File: config.mk
export PLATFORM = sky130hd
export DESIGN_NAME = mem_port_arbiter
export DESIGN_NICKNAME = d
export VERILOG_FILES = /design/src/rtl/mem_arb_pkg.sv /design/src/rtl/mem_arb_pick.sv /design/src/rtl/mem_port_arbiter.sv
export SDC_FILE = /design/constraint.sdc
export NUM_CORES = 1
export LEC_CHECK = 0
export BUFFER_PORTS_ARGS = -buffer_cell sky130_fd_sc_hd__buf_4
export CORE_AREA = 3 3 105 107
export CTS_BUF_LIST = sky130_fd_sc_hd__clkbuf_4 sky130_fd_sc_hd__clkbuf_8
export DETAILED_ROUTE_END_ITERATION = 12
export DIE_AREA = 0 0 108 110
export GPL_ROUTABILITY_DRIVEN = 0
export GPL_TIMING_DRIVEN = 0
export MAX_ROUTING_LAYER = met4
export PLACE_DENSITY = 0.66
export SYNTH_ARGS = -nofsm -noshare
export SYNTH_HDL_FRONTEND = slang
export SYNTH_SLANG_ARGS = --single-unit
File: constraint.sdc
create_clock -name clk -period 1.9 [get_ports clk]
set_input_delay 0.19 -clock clk [delete_from_list [all_inputs] [get_ports clk]]
set_output_delay 0.19 -clock clk [all_outputs]
set_load 0.01 [all_outputs]
File: src/rtl/mem_arb_pkg.sv
// mem_arb_pkg: shared types and helpers for the unified-RAM port arbiter.
// Build option (see mem_port_arbiter): ARB_RR_EN.
package mem_arb_pkg;

  // Arbiter FSM: idle/grant cycle, then wait for the RAM response
  typedef enum logic {
    ST_IDLE = 1'b0,
    ST_WAIT = 1'b1
  } state_t;

  // Owner / last-granted port encoding
  localparam logic OWN_IF = 1'b0;
  localparam logic OWN_DM = 1'b1;

  // Number of byte strobes for a given data width
  function automatic int strb_w(input int data_w);
    return data_w / 8;
  endfunction

endpackage

File: src/rtl/mem_arb_pick.sv
// mem_arb_pick: combinational winner select between fetch and load/store requests.
// Build option: ARB_RR_EN selects round-robin tie-break on i_last; otherwise dm > if.
module mem_arb_pick
  import mem_arb_pkg::*;
(
  input  logic i_if_req,
  input  logic i_dm_req,
`ifdef ARB_RR_EN
  input  logic i_last,
`endif
  output logic o_any_req,
  output logic o_winner
);

  // Pick the winning port; a lone requester always wins
  always_comb begin
    o_any_req = i_if_req | i_dm_req;
    o_winner  = OWN_IF;
`ifdef ARB_RR_EN
    if (i_if_req && i_dm_req) begin
      o_winner = (i_last == OWN_IF) ? OWN_DM : OWN_IF;
    end else if (i_dm_req) begin
      o_winner = OWN_DM;
    end
`else
    if (i_dm_req) begin
      o_winner = OWN_DM;
    end
`endif
  end

endmodule

File: src/rtl/mem_port_arbiter.sv
// mem_port_arbiter: shares the single-port unified RAM between instruction fetch (if_*)
// and load/store (dm_*). One transaction in flight: grant+launch in IDLE, rvalid
// MEM_LAT cycles later. Build option: ARB_RR_EN (round-robin tie-break, adds r_last).
module mem_port_arbiter
  import mem_arb_pkg::*;
#(
  parameter int ADDR_W  = 32,
  parameter int DATA_W  = 32,
  parameter int MEM_LAT = 1
) (
  input  logic                      clk,
  input  logic                      resetn,
  input  logic                      if_req,
  input  logic [ADDR_W-1:0]         if_addr,
  output logic                      if_gnt,
  output logic                      if_rvalid,
  output logic [DATA_W-1:0]         if_rdata,
  input  logic                      dm_req,
  input  logic                      dm_we,
  input  logic [strb_w(DATA_W)-1:0] dm_wstrb,
  input  logic [ADDR_W-1:0]         dm_addr,
  input  logic [DATA_W-1:0]         dm_wdata,
  output logic                      dm_gnt,
  output logic                      dm_rvalid,
  output logic [DATA_W-1:0]         dm_rdata,
  output logic                      mem_en,
  output logic [strb_w(DATA_W)-1:0] mem_we,
  output logic [ADDR_W-1:0]         mem_addr,
  output logic [DATA_W-1:0]         mem_wdata,
  input  logic [DATA_W-1:0]         mem_rdata
);

  // Counter holds up to MEM_LAT-1 = 3
  localparam int                CNT_W    = 2;
  localparam logic [CNT_W-1:0]  CNT_INIT = CNT_W'(MEM_LAT - 1);

  state_t              r_state, w_state_next;
  logic [CNT_W-1:0]    r_cnt, w_cnt_next;
  logic                r_owner, w_owner_next;
  logic                r_store, w_store_next;
  logic [DATA_W-1:0]   r_if_rdata, w_if_rdata_next;
  logic [DATA_W-1:0]   r_dm_rdata, w_dm_rdata_next;
  logic [DATA_W-1:0]   w_dm_resp;
  logic                w_any_req;
  logic                w_winner;
`ifdef ARB_RR_EN
  logic                r_last;
`endif

  mem_arb_pick u_pick (
    .i_if_req  (if_req),
    .i_dm_req  (dm_req),
`ifdef ARB_RR_EN
    .i_last    (r_last),
`endif
    .o_any_req (w_any_req),
    .o_winner  (w_winner)
  );

  // Store completions return zero; loads return the RAM word
  assign w_dm_resp = r_store ? '0 : mem_rdata;

  // State, counter, ownership and held response data
  always_ff @(posedge clk or negedge resetn) begin
    if (!resetn) begin
      r_state    <= ST_IDLE;
      r_cnt      <= '0;
      r_owner    <= OWN_IF;
      r_store    <= 1'b0;
      r_if_rdata <= '0;
      r_dm_rdata <= '0;
    end else begin
      r_state    <= w_state_next;
      r_cnt      <= w_cnt_next;
      r_owner    <= w_owner_next;
      r_store    <= w_store_next;
      r_if_rdata <= w_if_rdata_next;
      r_dm_rdata <= w_dm_rdata_next;
    end
  end

`ifdef ARB_RR_EN
  // Remember the most recently granted port for the next tie
  always_ff @(posedge clk or negedge resetn) begin
    if (!resetn) begin
      r_last <= OWN_IF;
    end else if (if_gnt || dm_gnt) begin
      r_last <= dm_gnt ? OWN_DM : OWN_IF;
    end
  end
`endif

  // Next-state logic, grant/launch in IDLE, response pulse at the end of WAIT.
  // Outputs are gated by resetn so nothing is granted while reset is held.
  always_comb begin
    w_state_next    = r_state;
    w_cnt_next      = r_cnt;
    w_owner_next    = r_owner;
    w_store_next    = r_store;
    w_if_rdata_next = r_if_rdata;
    w_dm_rdata_next = r_dm_rdata;
    if_gnt          = 1'b0;
    dm_gnt          = 1'b0;
    if_rvalid       = 1'b0;
    dm_rvalid       = 1'b0;
    if_rdata        = r_if_rdata;
    dm_rdata        = r_dm_rdata;
    mem_en          = 1'b0;
    mem_we          = '0;
    mem_addr        = if_addr;
    mem_wdata       = '0;
    if (resetn) begin
      case (r_state)
        ST_IDLE: begin
          if (w_any_req) begin
            mem_en       = 1'b1;
            w_owner_next = w_winner;
            w_cnt_next   = CNT_INIT;
            w_state_next = ST_WAIT;
            if (w_winner == OWN_DM) begin
              dm_gnt       = 1'b1;
              mem_addr     = dm_addr;
              mem_wdata    = dm_wdata;
              mem_we       = dm_we ? dm_wstrb : '0;
              w_store_next = dm_we;
            end else begin
              if_gnt       = 1'b1;
              w_store_next = 1'b0;
            end
          end
        end
        ST_WAIT: begin
          if (r_cnt == '0) begin
            w_state_next = ST_IDLE;
            if (r_owner == OWN_DM) begin
              dm_rvalid       = 1'b1;
              dm_rdata        = w_dm_resp;
              w_dm_rdata_next = w_dm_resp;
            end else begin
              if_rvalid       = 1'b1;
              if_rdata        = mem_rdata;
              w_if_rdata_next = mem_rdata;
            end
          end else begin
            w_cnt_next = r_cnt - 1'b1;
          end
        end
        default: w_state_next = ST_IDLE;
      endcase
    end
  end

endmodule

==> results.cfg, run 1 <==
[global_route]
grt_first_pass_wirelength_um = 25200
grt_start_max_net_pins = 77
grt_pass1_vias = 4194
antenna_found_initial = 0
track_usage_pct = 29.8
grt-ovfl-total = 0

[floorplan]
fp.dieH_um = 110
die_w_um = 108
die_area_um2 = 11900
coreArea_um2 = 10200
rows = 37
start_util_pct = 33.4
ioPinCount = 274

[outcome]
violations = hold timing, setup timing
outcome = finished with violations

[sta]
finalCriticalPeriod_ns = 2.19
holdWs_ns = -0.210
max_freq_ghz = 0.456
final-setup-viol-count = 102
report.final.slew_viol_count = 0
fin_crit_sh_pct = 115
fin_ws_ns = -0.293
hold_viol = 69
rsz0062_at_grt = yes
skew_ns = 0.0173
max_slew_margin_pct = 62.9
worstMarginPinSlew_ns = 0.557

[hold_path]
min_path_type = input port to async pin

[synth]
syn_inst = 317
seq_area_frac_synth_pct = 50.6
netlist_area_um2 = 3410
synth_area_per_cell_um2 = 10.8
yosys.cell_types.count = 25
yosys_warnings = 0
syn-num-nets = 455
synth_seq_cells = 69

[critical_path]
worstSetupPathType = flip-flop to primary output
crit_arrival_ns = 2.00
end_kind = primary output
worst-path-max-fanout = 10
worstPathRequired_ns = 1.71
start_kind = flip-flop

[clocking]
clockRootBuffer = clkbuf_8
htreeDepth = 3
clkSinkCount = 69
clk_latency_ns = 0.35
cts_buffers = 9
clk_pin_slew_ns = 0.08
cts_tree = done
clockBufferDepth = 2

[final_layout]
stdcell_count = 803
nets = 800
drive_gt1_share_pct = 77.1
syn2layout_area_growth_pct = 126
final_cell_area_um2 = 7730
antenna_cells = 0

[route]
drt_iter0_markers = 239
drt-pass1-iter-count = 4
avgViaCountPerCell = 4.94
routed_wl_um = 18200
vias = 3964
drc = 0
drtAntennaViolNets = 0
routedWlPerCell_um = 22.7

[placed_design]
dp.cells = 726
place_hpwl_um = 12700
placed_area_um2 = 5630
port_buffers = 273

[pwr]
intPower_mw = 6.93
vdd_ir_drop_max_mv = 0.798
p_comb_share_pct = 64.1
powerDensity_nw_per_um2 = 1410
seqPwrFrac_pct = 23.1
p_sw_mw = 3.94
clkPwrFrac_pct = 12.8
finalPower_mw = 10.9
p_leak_nw = 4.07
switching_share_pct = 36.3

[job]
drv_cap = 0
-- logic make-up after synthesis --
logic type	Yosys count	share of synthesized area, %
compound gates	41	6.34
buf+inv	30	4.51
flops	69	50.6
simple gates	112	15.7
mux	64	22.5
fa+ha+maj	1	0.366
-- power groups by stage --
stage / combinational, mW / sequential (mW) / clock [mW]
after global placement: 4.02 / 2.34 / 0
after floorplan: 1.99 / 2.31 / 0
after global routing: 7.35 / 2.57 / 1.50
after CTS: 6.09 / 2.43 / 1.41
final: 6.97 / 2.52 / 1.39
after detailed placement: 4.08 / 2.38 / 0
-- state kept, by name, summed over array words and instances (netlist names) --
name / cells
r_owner: 1
r_if_rdata: 32
r_store: 1
r_state: 1
r_cnt: 2
r_dm_rdata: 32
-- layout by cell type (no fill, tap or decap), types with 2 or more instances in the layout --
master	count
clkbuf_8	10
nor3b_1	2
clkbuf_1	4
clkbuf_2	2
o21ai_4	19
inv_1	3
o21ai_0	3
buf_8	9
mux2_4	59
nand2_4	27
buf_4	229
buf_6	97
inv_2	3
nor2_1	2
buf_12	10
and3_4	9
nand2_1	35
bufinv_16	2
o21ai_2	13
clkbuf_16	4
nand2_2	5
mux2_2	5
and3_1	27
clkinv_4	2
a21oi_1	2
dfrtp_1	69
buf_16	2
-- layer usage --
layer	wire (µm)	global-route usage, %	up-vias
li1	-	-	1783
met1	6650	33.7	1948
met2	9730	51.2	196
met3	1040	6.46	37
met4	824	12.8	0
met5	0	-	-
-- metrics by stage --
stage               util, %  setup WS, ns  TNS, ns
floorplan                 -         0.109        0
global placement       55.1        -0.530   -65.69
detailed placement     55.1        -0.561   -72.26
CTS                    72.1        -0.325   -21.70
global route           75.6        -0.368   -28.10
finish                 75.6        -0.293   -20.17
-- area by class of cell --
class,count,area (µm²)
Buffer,23,294
Clock buffer,10,138
Clock inverter,6,93.8
Fill cell,675,2500
Inverter,6,22.5
Multi-Input combinational cell,218,2250
Sequential cell,69,1730
Tap cell,136,170
Timing Repair Buffer,335,3040
-- critical path, cell delays in order (launching register included) --
cell and delay, ns:
dfrtp_1 0.39, inv_2 0.08, ha_4 0.15, nand3_2 0.06, or2_1 0.24, buf_6 0.15
buf_12 0.15, mux2_4 0.32, buf_6 0.13
-- Yosys cell counts, drive strengths merged --
| cell | count | share of area (%) |
|---|---|---|
| inv | 6 | 0.66 |
| a21oi | 2 | 0.29 |
| o31ai | 1 | 0.22 |
| ha | 1 | 0.37 |
| buf | 9 | 2.2 |
| or2 | 1 | 0.18 |
| nand3 | 1 | 0.15 |
| and3 | 36 | 6.6 |
| mux2 | 64 | 23 |
| o2bb2ai | 1 | 0.26 |
| nor2 | 2 | 0.22 |
| and2b | 1 | 0.29 |
| clkbuf | 15 | 1.6 |
| and2 | 1 | 0.26 |
| a21o | 1 | 0.22 |
| nor3b | 2 | 0.44 |
| o21ai | 35 | 5.1 |
| nand4 | 1 | 0.18 |
| dfrtp | 69 | 51 |
| nand2 | 67 | 7.4 |
| a21boi | 1 | 0.22 |
-- timing repair --
action | 4_1_cts | 5_1_grt
hold endpoints to repair | 69 | 69
resized for setup | 294 | 89
setup endpoints to repair | 181 | 125
setup buffers | 45 | 21
gates cloned | 9 | 0
pin swaps | 32 | 20
-- final timing paths --
check                                         start                       end  slack [ns]  cells after the start
setup / recovery               r_cnt[0]$_DFFE_PN0P_              if_rdata[20]       -0.29                      8
setup reg to reg               r_cnt[0]$_DFFE_PN0P_   r_dm_rdata[5]$_DFF_PN0_        0.06                     10
min in group clk                      mem_rdata[27]  r_if_rdata[27]$_DFF_PN0_        0.10                      2
hold reg to reg            r_dm_rdata[24]$_DFF_PN0_  r_dm_rdata[24]$_DFF_PN0_        0.48                      2
hold / removal                               resetn  r_if_rdata[10]$_DFF_PN0_       -0.21                      1
max in group asynchronous                    resetn  r_dm_rdata[25]$_DFF_PN0_        1.69                      1
No activity file was read; power rests on OpenSTA's default activity.
==> run 2: changes to the inputs <==
- BUFFER_PORTS_ARGS: -buffer_cell sky130_fd_sc_hd__buf_4 -> -buffer_cell sky130_fd_sc_hd__buf_2
==> run 2 against run 1 <==
The flow still finishes with violations (hold timing, setup timing). Clock skew decreased by 0.0018 ns. Non-clock buffer count increased by 10. Worst hold slack got worse by 0.0016 ns. Highest routed layer unchanged. Sequential power about the same. Critical path type unchanged. Die area unchanged. Clock power about the same. Worst setup slack got worse by 0.065 ns. Largest power group unchanged. First-iteration DRC count decreased by 16%. Cell area decreased by 4.8%. Critical endpoint is now if_rdata[22].
==> results.cfg, run 2 (synthesis results as in run 1) <==
[critical_path]
r2r_start = r_cnt[1]$_DFFE_PN0P_
worstSetupPathType = flip-flop to primary output
worstPathRequired_ns = 1.71
worstSetupStartpoint = r_cnt[1]$_DFFE_PN0P_
start_kind = flip-flop
crit_arrival_ns = 2.07
worst-path-max-fanout = 7
rr_endpoint = r_if_rdata[12]$_DFF_PN0_
end_kind = primary output
r2r_setup_slack_ns = 0.01
reg2reg_depth = 9

[pwr]
clkPwrFrac_pct = 12.9
powerDensity_nw_per_um2 = 1480
seqPwrFrac_pct = 23.4
finalPower_mw = 10.9
intPower_mw = 6.87
vdd_ir_drop_max_mv = 0.762
p_comb_share_pct = 63.7
p_leak_nw = 4.01
p_sw_mw = 3.99
switching_share_pct = 36.7

[clocking]
clk_latency_ns = 0.36
clockRootBuffer = clkbuf_8
clk_pin_slew_ns = 0.08
cts_buffers = 9
cts_tree = done
htreeDepth = 3
clockBufferDepth = 2
clkSinkCount = 69

[placed_design]
port_buffers = 273
place_ws_ns = -0.561
place_hpwl_um = 12800
placed_area_um2 = 4950

[final_layout]
syn2layout_area_growth_pct = 115
nets = 810
drive_gt1_share_pct = 77.7
final_cell_area_um2 = 7360
final_util_pct = 71.9
reg.largest.list = r_dm_rdata: 32 flops, r_if_rdata: 32 flops, r_cnt: 2 flops
layout_common_cells = 188 x buf_2, 96 x buf_6, 69 x dfrtp_1
layout_commonest_cell = buf_2

[floorplan]
fp.dieH_um = 110
start_util_pct = 33.4
die_area_um2 = 11900
ioPinCount = 274
die_w_um = 108
coreArea_um2 = 10200
rows = 37

[outcome]
violations = hold timing, setup timing
outcome = finished with violations

[route]
routed_wl_um = 18700
drc = 0
vias = 4061
avgViaCountPerCell = 4.99
drt_iter0_markers = 201
routedWlPerCell_um = 23.0
drt-pass1-iter-count = 4
drtAntennaViolNets = 0

[sta]
skew_ns = 0.0155
hold_viol = 69
finalCriticalPeriod_ns = 2.26
max_slew_margin_pct = 62.4
holdWs_ns = -0.211
fin_ws_ns = -0.359
worstMarginPinSlew_ns = 0.564
final-setup-viol-count = 102
max_freq_ghz = 0.443
report.final.slew_viol_count = 0
rsz0062_at_grt = yes
fin_crit_sh_pct = 119

[global_route]
grt-ovfl-total = 0
grt_first_pass_wirelength_um = 25800
antenna_found_initial = 1
grt_start_max_net_pins = 77
grt_pass1_vias = 4348
track_usage_pct = 30.5

[hold_path]
min_path_type = input port to async pin

[job]
drv_cap = 0
==> run 2: timing repair <==
action | in CTS | in global routing
resized for setup | 309 | 80
endpoints found under the hold margin | 69 | 69
setup buffers | 59 | 17
pin swaps | 41 | 13
cloned | 10 | 1
setup endpoints to repair | 171 | 116
==> run 2: layout make-up <==
type	instances	area [µm²]
Sequential cell	69	1730
Tap cell	136	170
Multi-Input combinational cell	218	2220
Fill cell	708	2870
Timing Repair Buffer	345	2650
Clock buffer	11	145
Buffer	23	328
Antenna cell	1	2.50
Inverter	6	27.5
Clock inverter	5	83.8
==> run 2: through the flow <==
step | hold slack (ns) | setup TNS, ns | cells
floorplan | -0.106 | 0 | 317
global placement | 0.443 | -178.03 | 726
detailed placement | 0.390 | -73.11 | 726
CTS | -0.192 | -21.83 | 807
global route | -0.174 | -26.41 | 814
finish | -0.211 | -21.64 | 814
==> run 2: metal layers <==
| layer | vias up | part of all wire [%] | global-route usage [%] |
|---|---|---|---|
| li1 | 1804 | - | - |
| met1 | 2024 | 37 | 35.0 |
| met2 | 194 | 54 | 53.9 |
| met3 | 39 | 5.1 | 4.66 |
| met4 | 0 | 3.2 | 11.7 |
| met5 | - | 0 | - |
==> run 2: how the worst max path moves through the flow <==
| stage | to |
|---|---|
| floorplan | if_rdata[12] |
| global placement | dm_rdata[26] |
| detailed placement | mem_we[2] |
| CTS | if_rdata[30] |
| global route | if_rdata[5] |
| finish | if_rdata[22] |
==> run 2: worst max-delay path, stage by stage (launching register included) <==
cell	delay, ns
dfrtp_1	0.41
inv_2	0.08
ha_4	0.15
nand3_2	0.07
or2_4	0.26
buf_12	0.15
clkbuf_16	0.16
mux2_4	0.31
buf_6	0.12
==> run 2: power groups by stage <==
stage          Sequential, mW  Combinational (mW)  Clock (mW)
4_1_cts                  2.45                6.02        1.40
3_5_place_dp             2.39                3.46           0
5_1_grt                  2.59                7.31        1.48
6_report                 2.54                6.92        1.40
3_3_place_gp             2.34                3.39           0
2_1_floorplan            2.31                1.99           0
